[config.mk]
export PLATFORM = sky130hd
export DESIGN_NAME = fetch_unit_flat
export DESIGN_NICKNAME = d
export VERILOG_FILES = /design/src/rtl/rv_pkg.sv /design/src/rtl/fetch_unit_if.sv /design/src/rtl/fetch_unit_next_pc_sel.sv /design/src/rtl/fetch_unit.sv /design/src/flat_wrapper.sv
export SDC_FILE = /design/constraint.sdc
export NUM_CORES = 1
export LEC_CHECK = 0
export CORE_ASPECT_RATIO = 1.4
export CORE_MARGIN = 2
export CORE_UTILIZATION = 30
export CTS_CLUSTER_SIZE = 28
export DETAILED_ROUTE_END_ITERATION = 8
export PLACE_DENSITY_LB_ADDON = 0.15
export REMOVE_ABC_BUFFERS = 1
export SYNTH_ARGS = -nofsm -noshare
export SYNTH_HDL_FRONTEND = slang
export SYNTH_HIERARCHICAL = 1
export SYNTH_SLANG_ARGS = --single-unit
[constraint.sdc]
create_clock -name clk -period 5.5 [get_ports clk]
set_clock_uncertainty 0.15 [all_clocks]
set_input_delay 0.825 -clock clk [delete_from_list [all_inputs] [get_ports clk]]
set_output_delay 0.825 -clock clk [all_outputs]
set_load 0.03 [all_outputs]
[src/rtl/rv_pkg.sv]
// Shared definitions for the fetch stage and the decoder: FSM encoding,
// reset PC default and base opcodes.
package rv_pkg;

    localparam logic [31:0] RESET_PC_DEFAULT = 32'h0040_0000;

    localparam logic [1:0] ST_BOOT = 2'd0;
    localparam logic [1:0] ST_REQ  = 2'd1;
    localparam logic [1:0] ST_HOLD = 2'd2;
    localparam logic [1:0] ST_TRAP = 2'd3;

    localparam logic [6:0] OP_R    = 7'b0110011;
    localparam logic [6:0] OP_I    = 7'b0010011;
    localparam logic [6:0] OP_U    = 7'b0110111;
    localparam logic [6:0] OP_S    = 7'b0100011;
    localparam logic [6:0] OP_LW   = 7'b0000011;
    localparam logic [6:0] OP_JAL  = 7'b1101111;
    localparam logic [6:0] OP_JALR = 7'b1100111;
    localparam logic [6:0] OP_B    = 7'b1100011;

endpackage

[src/rtl/fetch_unit_if.sv]
// Instruction-memory request/response channel between fetch and memory.
interface fetch_unit_if #(
    parameter int WIDTH = 32
);
    logic             Imem_Req_o;
    logic [WIDTH-1:0] Imem_Addr_o;
    logic [WIDTH-1:0] Imem_Rdata_i;
    logic             Imem_Rvalid_i;

    modport master (
        output Imem_Req_o,
        output Imem_Addr_o,
        input  Imem_Rdata_i,
        input  Imem_Rvalid_i
    );

    modport slave (
        input  Imem_Req_o,
        input  Imem_Addr_o,
        output Imem_Rdata_i,
        output Imem_Rvalid_i
    );
endinterface

[src/rtl/fetch_unit_next_pc_sel.sv]
// Next-PC selection: JALR > JAL > taken branch > sequential, with JALR
// bit-0 clear and word-misalignment detection on the chosen target.
module next_pc_sel #(
    parameter int WIDTH = 32
) (
    input  logic [WIDTH-1:0] pc,
    input  logic             branch_taken,
    input  logic             jal,
    input  logic             jalr,
    input  logic [WIDTH-1:0] branch_target,
    input  logic [WIDTH-1:0] jalr_target,
    output logic [WIDTH-1:0] next_pc,
    output logic             misaligned
);

    always_comb begin
        next_pc = pc + WIDTH'(4);
        if (jalr) begin
            next_pc = jalr_target & ~WIDTH'(1);
        end else if (jal || branch_taken) begin
            next_pc = branch_target;
        end
        misaligned = |next_pc[1:0];
    end

endmodule

[src/rtl/fetch_unit.sv]
// Instruction-fetch stage: owns the PC, fetches one word per instruction
// over the imem channel and holds it for decode until retired.
module fetch_unit
    import rv_pkg::*;
#(
    parameter int               WIDTH    = 32,
    parameter logic [WIDTH-1:0] RESET_PC = WIDTH'(RESET_PC_DEFAULT)
) (
    input  logic              clk,
    input  logic              reset,
    input  logic              Stall_i,
    input  logic              Branch_Taken_i,
    input  logic              Jal_i,
    input  logic              JalR_i,
    input  logic [WIDTH-1:0]  Branch_Target_i,
    input  logic [WIDTH-1:0]  JalR_Target_i,
    fetch_unit_if.master      imem,
    output logic [WIDTH-1:0]  Instr_o,
    output logic              Instr_Valid_o,
    output logic [WIDTH-1:0]  PC_o,
    output logic [WIDTH-1:0]  PC_Plus4_o,
    output logic              Misaligned_o
);

    logic [1:0]       state;
    logic [WIDTH-1:0] pc_q;
    logic [WIDTH-1:0] instr_q;
    logic [WIDTH-1:0] next_pc;
    logic             next_misaligned;

    next_pc_sel #(.WIDTH(WIDTH)) u_next_pc_sel (
        .pc            (pc_q),
        .branch_taken  (Branch_Taken_i),
        .jal           (Jal_i),
        .jalr          (JalR_i),
        .branch_target (Branch_Target_i),
        .jalr_target   (JalR_Target_i),
        .next_pc       (next_pc),
        .misaligned    (next_misaligned)
    );

    always_ff @(posedge clk) begin
        if (reset) begin
            state   <= ST_BOOT;
            pc_q    <= RESET_PC;
            instr_q <= '0;
        end else begin
            case (state)
                ST_BOOT: state <= ST_REQ;
                ST_REQ: begin
                    if (imem.Imem_Rvalid_i) begin
                        instr_q <= imem.Imem_Rdata_i;
                        state   <= ST_HOLD;
                    end
                end
                ST_HOLD: begin
                    // A misaligned target is still latched so the trap handler sees it.
                    if (!Stall_i) begin
                        pc_q  <= next_pc;
                        state <= next_misaligned ? ST_TRAP : ST_REQ;
                    end
                end
                ST_TRAP: state <= ST_TRAP;
                default: state <= ST_BOOT;
            endcase
        end
    end

    assign imem.Imem_Req_o  = (state == ST_REQ);
    assign imem.Imem_Addr_o = pc_q;
    assign Instr_o          = instr_q;
    assign Instr_Valid_o    = (state == ST_HOLD);
    assign Misaligned_o     = (state == ST_TRAP);
    assign PC_o             = pc_q;
    assign PC_Plus4_o       = pc_q + WIDTH'(4);

endmodule

[src/flat_wrapper.sv]
// flat-port wrapper written by rule: the top's interface ports become plain ports
module fetch_unit_flat import rv_pkg::*;
#(
    parameter int               WIDTH    = 32,
    parameter logic [WIDTH-1:0] RESET_PC = WIDTH'(RESET_PC_DEFAULT)
)
  (clk, reset, Stall_i, Branch_Taken_i, Jal_i, JalR_i, Branch_Target_i, JalR_Target_i, Instr_o, Instr_Valid_o, PC_o, PC_Plus4_o, Misaligned_o, imem_Imem_Req_o, imem_Imem_Addr_o, imem_Imem_Rdata_i, imem_Imem_Rvalid_i);
  fetch_unit_if #(.WIDTH(WIDTH)) imem_i ();
  input  logic clk;
  input  logic reset;
  input  logic Stall_i;
  input  logic Branch_Taken_i;
  input  logic Jal_i;
  input  logic JalR_i;
  input  logic [WIDTH-1:0] Branch_Target_i;
  input  logic [WIDTH-1:0] JalR_Target_i;
  output logic [WIDTH-1:0] Instr_o;
  output logic Instr_Valid_o;
  output logic [WIDTH-1:0] PC_o;
  output logic [WIDTH-1:0] PC_Plus4_o;
  output logic Misaligned_o;
  output wire logic [$bits(imem_i.Imem_Req_o)-1:0] imem_Imem_Req_o;
  output wire logic [$bits(imem_i.Imem_Addr_o)-1:0] imem_Imem_Addr_o;
  input wire logic [$bits(imem_i.Imem_Rdata_i)-1:0] imem_Imem_Rdata_i;
  input wire logic [$bits(imem_i.Imem_Rvalid_i)-1:0] imem_Imem_Rvalid_i;
  assign imem_Imem_Req_o = imem_i.Imem_Req_o;
  assign imem_Imem_Addr_o = imem_i.Imem_Addr_o;
  assign imem_i.Imem_Rdata_i = imem_Imem_Rdata_i;
  assign imem_i.Imem_Rvalid_i = imem_Imem_Rvalid_i;
  fetch_unit #(.WIDTH(WIDTH), .RESET_PC(RESET_PC)) u_core (.clk(clk), .reset(reset), .Stall_i(Stall_i), .Branch_Taken_i(Branch_Taken_i), .Jal_i(Jal_i), .JalR_i(JalR_i), .Branch_Target_i(Branch_Target_i), .JalR_Target_i(JalR_Target_i), .imem(imem_i), .Instr_o(Instr_o), .Instr_Valid_o(Instr_Valid_o), .PC_o(PC_o), .PC_Plus4_o(PC_Plus4_o), .Misaligned_o(Misaligned_o));
endmodule
* Word level (Yosys, flattened, before mapping)
Index checks and enable logic that the tools add are counted.
Widths: inputs -> output; s select.
** Operators by class
- Reductions and logical operators :: 6
- $add $sub $neg :: 1
- Bitwise gates (word level) :: 1
- Mux-type cells :: 6
- Equal/unequal tests :: 5
** Operator list (count)
- $mux 32 :: 2
- $add 32x3->32 const B :: 1
- $pmux 2 s4 :: 1
- $mux 2 :: 3
- $reduce_and 2->1 :: 3
- $eq 2x2->1 const B :: 2
- $eq 2x1->1 const B :: 1
- $logic_not 2->1 :: 1
- $ne 2x1->1 const B :: 1
- $ne 2x2->1 const B :: 1
- $reduce_or 2->1 :: 1
- $logic_or 1x1->1 :: 1
- $not 1->1 :: 1
** Word-level totals
- Register bits after elaboration :: 66
- Output and inout port bits :: 131
- Input bits :: 103
- Logic and storage cells :: 22

* Depth between registers and ports, before layout
- Depth after elaboration :: 7
- Mapped depth :: 9
- Depth with buffers taken out :: 8

* By module
The synthesis kept the hierarchy.
** By module, submodules not included
- fetch_unit :: cells each 409, times used 1, seq. area each 1321.3 um^2, area each 3115.5 um^2
- next_pc_sel :: cells each 206, times used 1, seq. area each 0.0 um^2, area each 1255.0 um^2

* Least setup slack after synthesis
No wires, ideal clock.
- Kind :: register to output
- From :: reg u_core.pc_q[15], in the netlist u_core/PC_o[15]
- To :: out PC_Plus4_o[30]
- Path buffers :: 0
- Cell stages (with the launch flop) :: 5
- Data required time :: 4525 ps
- Arrival time :: 2301 ps
- Path slack :: 2224 ps
- Cells stage by stage :: dfxtp_1 > nand4_2 > or4_4 > nor4_2 > xor2_1
** Between the ends
- Cells in the longest elaborated chain, start to end :: 1
** Ends and longest elaborated chain
- from (decl) :: RTL line fetch_unit.sv:26 : logic [WIDTH-1:0] pc_q;
- from (signal assigned) :: RTL line fetch_unit.sv:59 : pc_q <= next_pc;
- $add 32x3->32 :: RTL line fetch_unit.sv:75 : assign PC_Plus4_o = pc_q + WIDTH'(4);
- to (decl) :: RTL line flat_wrapper.sv:20 : output logic [WIDTH-1:0] PC_Plus4_o;
Every way passes these cells.

* Worst setup path after layout
Same ends and word-level chain as after synthesis.

==> results by stage <==
Status:
- The run finished with clean final reports.

Power and ir drop:
- The internal portion of the total power is 1.08 mW.
- The portion of total power attributed to sequential cells is 35.4%.
- The leakage power figure is 2.35 nW.
- In this run, the combinational gates consume 19.2% of the power.
- Total power for the finished layout comes to 1.46 mW.
- Of the total power, the share spent switching nets is 26.2%.
- In this run the power spent charging and discharging nets is 0.382 mW.
- VDD sags by at most about 0.00014 V.
- The clock network fraction of design power is 45.4%.
- The total power per unit cell area is 213 mW/mm2.

Place:
- Port buffering added approximately 230 buffers.
- The placed wire-length estimate is 11.4 mm.
- The routability congestion estimate from global placement is 0.859.

Drt:
- For this run, the detailed router's first-pass iteration total came to 4.
- In the routed layout, each cell is associated on average with a via count of approximately 5.0.
- In the final routed layout, each cell accounts on average for 15.8 um.
- The number of design rule violations left after detail routing is 0.
- In this run the remaining antenna-violating nets after routing total 0.
- The DRC violation total after the first TritonRoute iteration is 210.
- Wires add up to 15.5 mm.
- The total via count after detailed routing is 4923.

Layout:
- Measured on the finished design, the core utilization comes to between 40% and 50%.
- In the final design database the tool counted 893 nets.
- 0 antenna diodes ended up in the layout.
- Leaving out fill and tap cells, the most frequent cell in the layout is clkdlybuf4s50_1.
- In the layout the commonest cells are clkdlybuf4s50_1 (230), nand2_1 (184), a21oi_1 (75).
- After filler insertion, the fill cell instance count of the layout stands at between 1000 and 1500.
- The area growth from synthesis to layout is 57.4%.
- In the final layout, the share of cells above drive strength 1 is 5.17%.

Die:
- The die is roughly 110 um wide.
- The core region area is ~0.014 mm2.
- The initial utilization of the core area, before any placement, comes to just over 30%.
- The die covers 0.0156 mm2.
- 234 I/O pins were placed.
- The number of rows created at floorplan is 52.
- The chip height is 147 um.

Yosys:
- Of all flip-flops after synthesis, the portion carrying an async set or reset was 0%.
- Yosys mapped the design onto 42 distinct sky130hd cell types.
- Averaged over all synthesized cells, the footprint is 7.11 um2.
- The most instantiated flip-flop cell in the synthesis netlist is dfxtp_1.
- Summing the sequential cell areas from Yosys gives 30.2% of the chip area.
- Summing every instance area after synthesis gives 0.00437 mm2.
- The synthesized design contains 66 register bits.
- Yosys mapped a number of flops with a built-in enable equal to 0.
- The count of warnings emitted by yosys is 6.
- The gate count after technology mapping is 615.

STA:
- The final setup violation count is 0.
- Based on the critical path, the design can be clocked at up to about 0.25 GHz.
- The final-report max-slew violation count is 0.
- Setup repair after global routing left no endpoint under its margin.
- For the final routed database, the setup TNS stands at 0 ns.
- The final critical-path required period is 4.06 ns.
- The number of hold violations in the final report was 0.
- The headroom to the max-slew limit is between 10% and 20%.
- The transition time of the tightest slew-check pin is 1.27 ns.
- The final critical path takes up 73.8% of the cycle.

Setup path:
- The capturing instance or port of the critical path is PC_Plus4_o[30].
- The category of the critical setup timing path is flop to output pin.
- The critical path goes through nand4_2 -> or4_4 -> nor4_2 -> xor2_1 -> clkdlybuf4s50_1.
- Data arrives at the worst endpoint at 3.08 ns.
- The cell family contributing the most delay on the critical path is simple AND/OR/NAND/NOR gates.
- The slowest stage of the critical path belongs to the cell clkdlybuf4s50_1.
- The worst reg2reg path endpoint is u_core/PC_o[27].
- The count of buffering cells on the critical path with inverters included is 1.
- For the worst flop-to-flop path, the logic depth is 7.
- At the worst endpoint, the required time is between 4 and 5 ns.
- The cell depth of the worst setup path is 5.
- Along the worst path, the maximum fanout reaches 15.
- The launching point of the worst reg2reg path is u_core/PC_o[8].
- The largest stage delay on the critical path is approximately 0.7 ns.
- The element type at the critical path end is an output pin.
- In this run the register-to-register setup slack is 2.88 ns.
- The worst setup path is launched from a flop.
- The timing startpoint of the critical path is u_core/PC_o[15].

CTS:
- The clock input transition at the sequential cells of the worst setup and hold paths is 0.06 ns.
- The number of buffers inserted for hold repair after clock tree synthesis is 0.
- Clock tree synthesis inserted a total of 9 buffers.
- The number of setup buffers added after CTS is 0.
- The tree is rooted in a clkbuf_16.
- The clock sink count is 66.
- The clock passes through at most 2 buffers.
- After clock tree synthesis, the repair step resized 0 gates.
- TritonCTS built the clock tree.
- The depth of the CTS H-tree is 3.
- The clock insertion delay at the later pin of the skew report is 0.32 ns.

GRT:
- The sum of overflow across all layers after global routing is 0.
- The first global-routing pass estimated 24.7 mm of wire.
- Global routing consumed, over all layers together, between 10% and 20% of the routing resources.
- The number of global-route vias before repair was 4854.
- The number of antenna violations at the first check in global routing is 0.
- Entering global routing, the biggest net connects 43 pins.

Min path:
- The tightest min-delay check is of the flop to flop type.

Run:
- The total of max-cap violations is 0.
## routing by layer
| layer | GRT usage (%) | part of all wire, % | wire (um) | up-vias |
|---|---|---|---|---|
| li1 | - | - | - | 2410 |
| met1 | 22.7 | 40 | 6200 | 2281 |
| met2 | 35.1 | 50 | 7760 | 216 |
| met3 | 5.90 | 9.0 | 1400 | 16 |
| met4 | 5.07 | 1.2 | 183 | 0 |
| met5 | 0 | 0 | 0 | - |
## power groups by stage
stage | logic, mW | clock network [mW] | registers, mW
after floorplan | 0.0807 | 0 | 0.564
after global placement | 0.281 | 0 | 0.526
after detailed placement | 0.283 | 0 | 0.528
after CTS | 0.284 | 0.682 | 0.517
after global routing | 0.303 | 0.704 | 0.520
final | 0.281 | 0.664 | 0.517
## worst min-delay path by stage
stage,startpoint,end,cells after the start
finish,u_core/Instr_o[7],u_core/Instr_o[7],2
floorplan,u_core/state[1],u_core/state[1],2
global placement,u_core/Instr_o[29],u_core/Instr_o[29],2
global route,u_core/Instr_o[13],u_core/Instr_o[13],2
detailed placement,u_core/Instr_o[13],u_core/Instr_o[13],2
CTS,u_core/Instr_o[7],u_core/Instr_o[7],2
## tightest hold or removal path: stages (launching register included)
cell	delay, ns
dfxtp_1	0.30
nand2_1	0.05
a21oi_1	0.05
## stage by stage
stage | instance area [um2] | setup WS (ns) | hold slack [ns] | std cells
floorplan | 3940 | 2.02 | 0.330 | 541
CTS | 6880 | 1.46 | 0.304 | 982
global route | 6880 | 1.32 | 0.320 | 982
detailed placement | 6540 | 1.80 | 0.298 | 966
global placement | 6540 | 1.87 | 0.292 | 966
finish | 6880 | 1.44 | 0.303 | 982
## synth_stat cells, types with 2 or more instances
cell type | count | share of area [%]
nand2_1 | 184 | 16
a21oi_1 | 75 | 8.6
dfxtp_1 | 66 | 30
buf_4 | 37 | 6.4
clkbuf_1 | 34 | 2.9
xnor2_1 | 33 | 6.6
nor2_1 | 23 | 2.0
xor2_1 | 20 | 4.0
o21ai_0 | 19 | 2.2
nand3_1 | 16 | 1.8
nand4_1 | 14 | 2.0
and4_1 | 9 | 1.8
nor3_1 | 9 | 1.0
o221ai_1 | 9 | 1.8
nor4_1 | 8 | 1.1
mux2i_1 | 7 | 1.6
nor3b_1 | 5 | 0.86
and4_2 | 4 | 0.92
o31ai_1 | 4 | 0.69
inv_1 | 3 | 0.26
nand4_2 | 3 | 0.86
nor2b_1 | 3 | 0.43
nor4_2 | 3 | 0.86
or2_2 | 3 | 0.43
or3_1 | 3 | 0.43
and2_1 | 2 | 0.29
and3_1 | 2 | 0.29
buf_2 | 2 | 0.23
ha_1 | 2 | 0.57
## area by class of cell
type                       instances  area, um2  share of cell area [%]
inverter                           3       11.3                   0.164
multi-input combinational        472       2620                    38.1
tap                              189        236                    3.44
clock buffer                      10        229                    3.33
sequential                        66       1320                    19.2
clock inverter                     6        115                    1.67
timing repair buffer             236       2340                    34.0
## cells by family (layout without fill, tap and decap cells)
| kind of cell | Yosys count | after routing | share of synthesized area, % |
|---|---|---|---|
| AO/OA/AOI/OAI | 113 | 113 | 14.4 |
| XOR/XNOR | 53 | 53 | 10.6 |
| adder cells (fa/ha/maj) | 2 | 2 | 0.572 |
| buffers and inverters | 77 | 255 | 10.0 |
| flip-flops | 66 | 66 | 30.2 |
| multiplexers | 7 | 7 | 1.60 |
| AND/OR/NAND/NOR | 297 | 297 | 32.5 |
## sequential cells by signal (all words and copies together) (netlist names)
name and count:
u_core/PC_o 32, u_core/state 2, u_core/Instr_o 32
(Power assumes the default switching activity.)
